$ cat src/rtl/ex_operand_stage.sv
// ID->EX pipeline register: operand capture with writeback forwarding and hazard detection.
// Optional feature macro EX_OPERAND_FORWARD_EN: forwarding + load-use stall (default: interlock only).
module ex_operand_stage (
  input  logic        clk,
  input  logic        rst,
  input  logic        stall,
  input  logic        flush,
  input  logic        idValid,
  input  logic        idUsesA,
  input  logic        idUsesB,
  input  logic        idUseImm,
  input  logic        idIsLoad,
  input  logic        idRegWrite,
  input  logic [15:0] idRegA,
  input  logic [15:0] idRegB,
  input  logic [15:0] idImm,
  input  logic [2:0]  idSrcA,
  input  logic [2:0]  idSrcB,
  input  logic [2:0]  idDest,
  input  logic [2:0]  idAluOp,
  input  logic        idInvA,
  input  logic        idInvB,
  input  logic        idCin,
  input  logic        idSign,
  input  logic        exmRegWrite,
  input  logic        mwbRegWrite,
  input  logic [2:0]  exmDest,
  input  logic [2:0]  mwbDest,
  input  logic [15:0] exmData,
  input  logic [15:0] mwbData,
  output logic        exValid,
  output logic        exRegWrite,
  output logic        exIsLoad,
  output logic [15:0] exA,
  output logic [15:0] exB,
  output logic [2:0]  exOp,
  output logic        exInvA,
  output logic        exInvB,
  output logic        exCin,
  output logic        exSign,
  output logic [2:0]  exDest,
  output logic        hazardStall
);

  logic        ex_valid_q, ex_valid_d;
  logic        ex_reg_write_q, ex_reg_write_d;
  logic        ex_is_load_q, ex_is_load_d;
  logic [15:0] ex_a_q, ex_a_d;
  logic [15:0] ex_b_q, ex_b_d;
  logic [2:0]  ex_op_q, ex_op_d;
  logic        ex_inv_a_q, ex_inv_a_d;
  logic        ex_inv_b_q, ex_inv_b_d;
  logic        ex_cin_q, ex_cin_d;
  logic        ex_sign_q, ex_sign_d;
  logic [2:0]  ex_dest_q, ex_dest_d;

  logic [15:0] op_a_s;
  logic [15:0] op_b_s;
  logic        src_a_used_s;
  logic        src_b_used_s;
  logic        hazard_s;

  // EX/MEM result beats MEM/WB result; register 0 is an ordinary forwardable register.
  function automatic logic [15:0] fwd_select(
    input logic [2:0]  src,
    input logic [15:0] rf_data,
    input logic        exm_we,
    input logic [2:0]  exm_dst,
    input logic [15:0] exm_data,
    input logic        mwb_we,
    input logic [2:0]  mwb_dst,
    input logic [15:0] mwb_data
  );
    logic [15:0] sel;
    if (exm_we && (exm_dst == src)) begin
      sel = exm_data;
    end else if (mwb_we && (mwb_dst == src)) begin
      sel = mwb_data;
    end else begin
      sel = rf_data;
    end
    return sel;
  endfunction

  function automatic logic reg_match(input logic we, input logic [2:0] dst, input logic [2:0] src);
    return we & (dst == src);
  endfunction

  assign src_a_used_s = idUsesA;
  assign src_b_used_s = idUsesB & ~idUseImm;

`ifdef EX_OPERAND_FORWARD_EN
  // Operand selection with forwarding.
  always_comb begin
    op_a_s = fwd_select(idSrcA, idRegA, exmRegWrite, exmDest, exmData,
                        mwbRegWrite, mwbDest, mwbData);
    if (idUseImm) begin
      op_b_s = idImm;
    end else begin
      op_b_s = fwd_select(idSrcB, idRegB, exmRegWrite, exmDest, exmData,
                          mwbRegWrite, mwbDest, mwbData);
    end
  end

  // Only a load in EX cannot be forwarded in time.
  always_comb begin
    hazard_s = idValid & ex_valid_q & ex_is_load_q & ex_reg_write_q &
               ((src_a_used_s & (ex_dest_q == idSrcA)) |
                (src_b_used_s & (ex_dest_q == idSrcB)));
  end
`else
  // Operand selection straight from the register file / immediate.
  always_comb begin
    op_a_s = idRegA;
    if (idUseImm) begin
      op_b_s = idImm;
    end else begin
      op_b_s = idRegB;
    end
  end

  // Without forwarding, any in-flight writer of a used source blocks issue.
  always_comb begin
    hazard_s = idValid &
      ((src_a_used_s & (reg_match(ex_valid_q & ex_reg_write_q, ex_dest_q, idSrcA) |
                        reg_match(exmRegWrite, exmDest, idSrcA) |
                        reg_match(mwbRegWrite, mwbDest, idSrcA))) |
       (src_b_used_s & (reg_match(ex_valid_q & ex_reg_write_q, ex_dest_q, idSrcB) |
                        reg_match(exmRegWrite, exmDest, idSrcB) |
                        reg_match(mwbRegWrite, mwbDest, idSrcB))));
  end
`endif

  // Next state: flush squashes qualifiers only, stall holds everything, else capture.
  always_comb begin
    ex_valid_d     = ex_valid_q;
    ex_reg_write_d = ex_reg_write_q;
    ex_is_load_d   = ex_is_load_q;
    ex_a_d         = ex_a_q;
    ex_b_d         = ex_b_q;
    ex_op_d        = ex_op_q;
    ex_inv_a_d     = ex_inv_a_q;
    ex_inv_b_d     = ex_inv_b_q;
    ex_cin_d       = ex_cin_q;
    ex_sign_d      = ex_sign_q;
    ex_dest_d      = ex_dest_q;
    if (flush) begin
      ex_valid_d     = 1'b0;
      ex_reg_write_d = 1'b0;
      ex_is_load_d   = 1'b0;
    end else if (stall) begin
      ex_a_d = ex_a_q;
      ex_b_d = ex_b_q;
    end else begin
      ex_valid_d     = idValid;
      ex_reg_write_d = idRegWrite & idValid;
      ex_is_load_d   = idIsLoad;
      ex_a_d         = op_a_s;
      ex_b_d         = op_b_s;
      ex_op_d        = idAluOp;
      ex_inv_a_d     = idInvA;
      ex_inv_b_d     = idInvB;
      ex_cin_d       = idCin;
      ex_sign_d      = idSign;
      ex_dest_d      = idDest;
    end
  end

  // Pipeline register with synchronous reset.
  always_ff @(posedge clk) begin
    if (rst) begin
      ex_valid_q     <= 1'b0;
      ex_reg_write_q <= 1'b0;
      ex_is_load_q   <= 1'b0;
      ex_a_q         <= 16'h0000;
      ex_b_q         <= 16'h0000;
      ex_op_q        <= 3'd0;
      ex_inv_a_q     <= 1'b0;
      ex_inv_b_q     <= 1'b0;
      ex_cin_q       <= 1'b0;
      ex_sign_q      <= 1'b0;
      ex_dest_q      <= 3'd0;
    end else begin
      ex_valid_q     <= ex_valid_d;
      ex_reg_write_q <= ex_reg_write_d;
      ex_is_load_q   <= ex_is_load_d;
      ex_a_q         <= ex_a_d;
      ex_b_q         <= ex_b_d;
      ex_op_q        <= ex_op_d;
      ex_inv_a_q     <= ex_inv_a_d;
      ex_inv_b_q     <= ex_inv_b_d;
      ex_cin_q       <= ex_cin_d;
      ex_sign_q      <= ex_sign_d;
      ex_dest_q      <= ex_dest_d;
    end
  end

  assign exValid     = ex_valid_q;
  assign exRegWrite  = ex_reg_write_q;
  assign exIsLoad    = ex_is_load_q;
  assign exA         = ex_a_q;
  assign exB         = ex_b_q;
  assign exOp        = ex_op_q;
  assign exInvA      = ex_inv_a_q;
  assign exInvB      = ex_inv_b_q;
  assign exCin       = ex_cin_q;
  assign exSign      = ex_sign_q;
  assign exDest      = ex_dest_q;
  assign hazardStall = hazard_s;

endmodule
$ cat config.mk
export PLATFORM = sky130hd
export DESIGN_NAME = ex_operand_stage
export DESIGN_NICKNAME = d
export VERILOG_FILES = /design/src/rtl/ex_operand_stage.sv
export SDC_FILE = /design/constraint.sdc
export NUM_CORES = 1
export LEC_CHECK = 0
export CAP_MARGIN = 25
export CORE_ASPECT_RATIO = 0.7
export CORE_UTILIZATION = 29
export CTS_CLUSTER_DIAMETER = 200
export CTS_CLUSTER_SIZE = 24
export DETAILED_ROUTE_END_ITERATION = 8
export GPL_TIMING_DRIVEN = 0
export PLACE_DENSITY = 0.83
export SLEW_MARGIN = 20
export SYNTH_ARGS = -nofsm -noshare
export SYNTH_HDL_FRONTEND = slang
export SYNTH_SLANG_ARGS = --single-unit
$ cat constraint.sdc
create_clock -name clk -period 1.4 [get_ports clk]
set_input_delay 0.28 -clock clk [delete_from_list [all_inputs] [get_ports clk]]
set_output_delay 0.28 -clock clk [all_outputs]
set_load 0.01 [all_outputs]
Word level (Yosys, flattened, before mapping)
Cells that the tools add are included.

Flip-flop bits (word level): 45. Input port bits: 114. Output and inout port bits: 46. Word-level logic and storage cells: 40.

Eq/ne operators: 6. Muxes and demuxes: 1. Bitwise logic cells: 20. Reductions and logical operators: 2.

Operators by type and width (count): equality test 3 bit (6); 2-to-1 mux 16 bit (1); AND 1 bit (12); bitwise OR 1 bit (5); NOT 1 bit (3); AND reduction 2 bit (1); OR reduction 2 bit (1).

Logic depth before layout (Yosys ltp)
Gate-level depths: netlist (run 1).

Depth in word-level cells: 7. Mapped depth: 5. Mapped depth without buffers: 4.

Least setup slack after synthesis (run 1)
Ideal clock, no wire load.

Path kind: reg-to-output. From: reg ex_dest_q[2] (netlist: exDest[2]). To: out hazardStall. Arrival: 1.291 ns. Required time: 1.120 ns. Path slack: -0.171 ns. Stages on the path, launching flop included: 5. Path buffers: 0. Cells stage by stage: dfxtp_1 > xor2_1 > or4_1 > nand3_1 > a31o_1.

Word-level cells in the longest chain between the ends: 7. Elaborated cells between the ends (all ways): 12. Those cells by class: eq/ne (2); bitwise (10).

Ends and longest elaborated chain: start, declared (line 55) `logic [2:0] ex_dest_q, ex_dest_d;`; start signal, assigned (line 194) `ex_dest_q <= ex_dest_d;`; equality test 3 bit (line 86) `return we & (dst == src);`; AND 1 bit (line 86); bitwise OR 1 bit (on tied branches) (line 125, 128); bitwise OR 1 bit (on tied branches) (line 126, 129); AND 1 bit (on tied branches) (line 125, 128); bitwise OR 1 bit * (line 127) `reg_match(mwbRegWrite, mwbDest, idSrcA))) |`; AND 1 bit * (line 124) `hazard_s = idValid &`; end, declared (line 42) `output logic hazardStall`.

Every way passes the cells marked *; elsewhere a longest branch is shown, timed or not.

Worst setup path in the final report (run 1)
From: reg ex_dest_q[1] (netlist: exDest[1]). To: out hazardStall.

Same word-level chain as after synthesis.

==> flow_summary.yaml, run 1 <==
place:
  place.gp.congestion: 0.772
  portBuffers: 125
  post-place-cells: 428
  hpwl_mm: 4.85
  placed_cell_area_um2: 3270
clock_tree:
  htreeDepth: 2
  clockBufferDepth: 2
  clkTransAtPathRegs_ns: 0.08
  post_cts_buffers: 0
  cts_tree: "yes"
  cts_buffers: 5
  clock-sinks: 45
  root_buffer: "clkbuf_8"
  clock_latency_ns: 0.28
synth:
  syn_nets: 339
  yosysSeqAreaShare_pct: 46.9
  synth.most_common_cell: "nand2_1"
  ys_warn_count: 0
  synth_area_um2: 1920
  yosys-top-cells-count: "nand2_1, dfxtp_1, a21oi_1"
  synthArstFlopShare_pct: 0
  synth_xor_area_share_pct: 8.20
  ys.flop_type: "dfxtp_1"
  ys_ff_latch: 45
  syn_avg_cell_area_um2: 8.54
  synth.area.mux_share_pct: 8.85
  synth_edf_count: 0
  synth_cell_type_count: 21
  synthAdderAreaFrac_pct: 0
  yosys.area.top_type: "dfxtp_1"
  synth_top_area_share_pct: 46.9
  synthSimpleGateAreaFrac_pct: 17.8
  synth.area.top_cells: "dfxtp_1, nand2_1, mux2i_1, a21oi_1, a211oi_1"
  synth_compound_area_share_pct: 14.5
  synth_top_family_by_area: "simple AND/OR/NAND/NOR gates"
  syn_inst: 225
hold_path:
  min_path_type: "input port to flip-flop"
power_and_ir_drop:
  powerDensity_nw_per_um2: 890
  p_leak_nw: 1.47
  peakVddDrop_mv: 0.449
global_route:
  antenna_found_initial: 0
  grt_pass1_wl_mm: 9.71
  grtUsageTotal_pct: 17.8
  grt_pass1_vias: 2025
  grt_overflow: 0
  grt_start_max_net_pins: 14
run_status:
  violations: "negative setup slack"
  outcome: "finished, violations left"
setup_path:
  worstSetupPathType: "flip-flop to output pin"
  critical_path.max_fanout: 4
  worst_ep_arrival_time_ns: 1.70
  worstPathRequired_ns: 1.12
  startpoint_type: "flip-flop"
  end_kind: "output pin"
sta:
  rsz0062_at_grt: "yes"
  hold_viol: 0
  worst-slew-pin-transition_ns: 0.500
  slew_viol_final: 0
  setup_viol: 1
  finalCriticalPeriod_ns: 1.98
  slew-limit-headroom_pct: 66.7
  fin_ws_ns: -0.583
  fmax_ghz: 0.504
  period_share_pct: 142
  fin_skew_ns: 0
cells_and_area:
  antenna_cells: 0
  fin_util_pct: 53.4
  finalInstanceArea_um2: 3370
  fin_nets: 471
  area_growth_pct: 75.1
  drive_gt1_share_pct: 7.54
  finalNonFillerCells: 436
die:
  die_h_um: 70.1
  initial_core_util_pct: 30.5
  rows: 24
  die-area_um2: 6960
  io_pins: 160
  core_area_um2: 6310
  die_w_um: 99.3
drt:
  drc: 0
  vias_per_cell: 4.69
  ant_nets: 0
  first_pass_iters: 4
  drt_iter0_drc: 35
  routedWlPerCell_um: 13.9
  drt_wl_total_mm: 6.07
  route.vias.total: 2043
job:
  max-cap-violations: 0
-- state kept, by name, summed over array words and instances (netlist names) --
name	count
exCin	1
exInvA	1
exRegWrite	1
exDest	3
exSign	1
exA	16
exInvB	1
exB	16
exValid	1
exIsLoad	1
exOp	3
-- final cells by class --
cell class	instances	area [um^2]
Buffer	16	81.3
Fill cell	632	2940
Clock inverter	1	30.0
Timing Repair Buffer	125	1180
Tap cell	78	97.6
Sequential cell	45	911
Multi-Input combinational cell	164	980
Clock buffer	7	86.3
-- cells in the final DEF, fill, tap and decap left out, drive strengths merged, types with 4 or more instances in the layout --
cell type / count
a211oi: 16
a21oi: 27
buf: 8
clkbuf: 17
clkdlybuf4s50: 71
dfxtp: 45
dlygate4sd2: 51
mux2i: 17
nand2: 53
nand4: 4
nor2: 17
xnor2: 12
xor2: 6
-- metrics by stage --
stage                     hold WS (ns)  TNS, ns  power (mW)  setup WS, ns
final                            0.386   -0.583        2.99        -0.583
after global routing             0.376   -0.645        3.15        -0.645
after CTS                        0.435   -0.620        3.05        -0.620
after detailed placement         0.451   -22.02        2.09         -1.18
after global placement           0.442   -20.92        2.07         -1.14
after floorplan                  0.359   -0.138        1.66        -0.138
-- critical path, cell delays in order, from the launching register on --
cell	delay, ns
dfxtp_4	0.37
xor2_1	0.14
or4_4	0.54
a31oi_4	0.14
a31o_1	0.12
buf_2	0.13
-- layer usage --
| metal | vias to the layer above | part of all wire (%) | GRT usage, % |
|---|---|---|---|
| met1 | 939 | 44 | 22.2 |
| met5 | - | 0 | 0 |
| met2 | 72 | 48 | 30.4 |
| met3 | 2 | 7.7 | 5.21 |
| li1 | 1030 | - | - |
| met4 | 0 | 0.31 | 3.43 |
-- timing repair --
| action | in CTS | in global routing |
|---|---|---|
| endpoints found under the setup margin | 88 | 2 |
| hold buffers | 0 | 0 |
| pin swaps | 3 | 2 |
| gates resized for setup | 65 | 7 |
-- where the power goes --
part	internal, mW	switching, mW	leakage [nW]
Sequential	1.35	0.0359	0.371
Clock	0.582	0.406	0.0585
Combinational	0.363	0.262	1.04
Total	2.29	0.704	1.47
-- cell families (layout without fill, tap and decap cells) --
kind of cell,Yosys count,in the layout
flip-flops,45,45
buffers and inverters,16,149
multiplexers,17,17
AO/OA/AOI/OAI,46,46
AND/OR/NAND/NOR,83,83
XOR/XNOR,18,18
-- path summary, 6_finish.rpt --
path                                 start           to  slack, ns  cells past startpoint
worst max register to register  exRegWrite   exRegWrite       0.69                      2
worst min-delay path                 stall      exValid       0.39                      3
worst max-delay path             exDest[1]  hazardStall      -0.58                      5
worst min register to register      exA[2]       exA[2]       0.46                      2
No activity file was read; power rests on OpenSTA's default activity.
==> run 2: changes to the inputs <==
--- a/config.mk
+++ b/config.mk
@@ -12,6 +12,8 @@
 export CTS_CLUSTER_SIZE = 24
 export DETAILED_ROUTE_END_ITERATION = 8
 export GPL_TIMING_DRIVEN = 0
+export HOLD_SLACK_MARGIN = 0.08
+export MAX_ROUTING_LAYER = met4
 export PLACE_DENSITY = 0.83
 export SLEW_MARGIN = 20
 export SYNTH_ARGS = -nofsm -noshare
==> flow_summary.yaml, run 2 (synthesis results as in run 1) <==
run_status:
  outcome: "finished, violations left"
  violations: "negative setup slack"
setup_path:
  r2r_cells: 2
  startpoint_type: "flip-flop"
  reg2reg_to: "exRegWrite"
  critical_path.max_fanout: 4
  worst_ep_arrival_time_ns: 1.70
  end_kind: "output pin"
  worstPathRequired_ns: 1.12
  worstSetupPathType: "flip-flop to output pin"
  reg2reg_slack_ns: 0.69
  rr_startpoint: "exRegWrite"
global_route:
  grt_start_max_net_pins: 14
  grtUsageTotal_pct: 18.2
  antenna_found_initial: 0
  grt_overflow: 0
  grt_pass1_wl_mm: 9.71
  grt_pass1_vias: 2025
drt:
  routedWlPerCell_um: 13.9
  drc: 0
  ant_nets: 0
  first_pass_iters: 4
  drt_wl_total_mm: 6.08
  drt_iter0_drc: 43
  vias_per_cell: 4.68
  route.vias.total: 2040
die:
  die-area_um2: 6960
  rows: 24
  initial_core_util_pct: 30.5
  io_pins: 160
  die_w_um: 99.3
  die_h_um: 70.1
  core_area_um2: 6310
clock_tree:
  clock_latency_ns: 0.28
  cts_tree: "yes"
  clkTransAtPathRegs_ns: 0.08
  post_cts_buffers: 0
  cts_buffers: 5
  clockBufferDepth: 2
  root_buffer: "clkbuf_8"
  htreeDepth: 2
  clock-sinks: 45
place:
  hpwl_mm: 4.85
  portBuffers: 125
  placed_cell_area_um2: 3270
  place.gp.congestion: 0.782
sta:
  slew_viol_final: 0
  slew-limit-headroom_pct: 66.8
  fin_skew_ns: 0
  finalCriticalPeriod_ns: 1.98
  fmax_ghz: 0.505
  whs_ns: 0.443
  fin_ws_ns: -0.582
  period_share_pct: 142
  setup_viol: 1
  rsz0062_at_grt: "yes"
  hold_viol: 0
  worst-slew-pin-transition_ns: 0.498
cells_and_area:
  antenna_cells: 0
  drive_gt1_share_pct: 7.26
  final_common_cell: "clkdlybuf4s50_1"
  fin_nets: 471
  finalInstanceArea_um2: 3370
  area_growth_pct: 75.3
  final.fill_count: 631
  mostFrequentLayoutCells: "clkdlybuf4s50_1, nand2_1, dlygate4sd2_1"
power_and_ir_drop:
  peakVddDrop_mv: 0.449
  powerDensity_nw_per_um2: 889
  p_leak_nw: 1.47
hold_path:
  min_path_type: "input port to flip-flop"
  worstHoldStart: "flush"
  holdPathStages: 2
  hold_end: "exRegWrite"
job:
  max-cap-violations: 0
run 2: changes by cell type in the layout (fill, tap and decap cells not counted), sizes merged:
cell / change
dlygate4sd2: +1
clkbuf: -1
run 2: area by class of cell:
class | instances | area (um^2) | share of cell area (%)
buffer | 16 | 81.3 | 2.41
clock buffer | 7 | 86.3 | 2.56
clock inverter | 1 | 30.0 | 0.891
multi-input combinational | 164 | 980 | 29.1
sequential | 45 | 911 | 27.0
tap | 78 | 97.6 | 2.90
timing repair buffer | 125 | 1180 | 35.1
run 2: report_power, final:
part           total (mW)  internal, mW  switching (mW)  leakage, nW
combinational       0.626         0.363           0.262         1.04
sequential           1.38          1.35          0.0360        0.371
clock               0.988         0.582           0.406       0.0585
total                2.99          2.29           0.704         1.47
run 2: how the worst max path moves through the flow:
stage                    from          end  slack [ns]  depth (start not counted)
CTS                 exDest[1]  hazardStall       -0.62                          5
detailed placement  idSrcB[2]  hazardStall       -1.18                          6
global placement    idSrcB[2]  hazardStall       -1.14                          6
finish              exDest[1]  hazardStall       -0.58                          5
global route        exDest[1]  hazardStall       -0.65                          5
floorplan           exDest[2]  hazardStall       -0.14                          4
run 2: metal layers:
layer / vias up / part of all wire, % / GRT usage (%) / routed length [um]
met5: - / 0 / - / 0
met3: 2 / 7.1 / 4.80 / 430
met4: 0 / 0.31 / 3.43 / 19
met1: 935 / 44 / 22.4 / 2700
li1: 1031 / - / - / -
met2: 72 / 48 / 30.4 / 2930
run 2: metrics by stage:
| step | total power [mW] | instances | TNS [ns] | utilization, % | setup WS (ns) |
|---|---|---|---|---|---|
| global placement | 2.07 | 428 | -20.92 | 51.9 | -1.14 |
| detailed placement | 2.09 | 428 | -22.02 | 51.9 | -1.18 |
| finish | 2.99 | 436 | -0.582 | 53.4 | -0.582 |
| CTS | 3.05 | 436 | -0.620 | 53.0 | -0.620 |
| floorplan | 1.66 | 225 | -0.138 | - | -0.138 |
| global route | 3.15 | 436 | -0.645 | 53.4 | -0.645 |
run 2: what timing repair did:
action | CTS | global route
resized for setup | 65 | 5
pin swaps | 3 | 2
hold buffers | 0 | 0
cloned | 0 | 0
setup endpoints to repair | 88 | 1
run 2: critical path, stage by stage (launching register included):
cell     delay, ns
dfxtp_4       0.37
xor2_1        0.14
or4_4         0.54
a31oi_4       0.14
a31o_1        0.12
buf_2         0.13
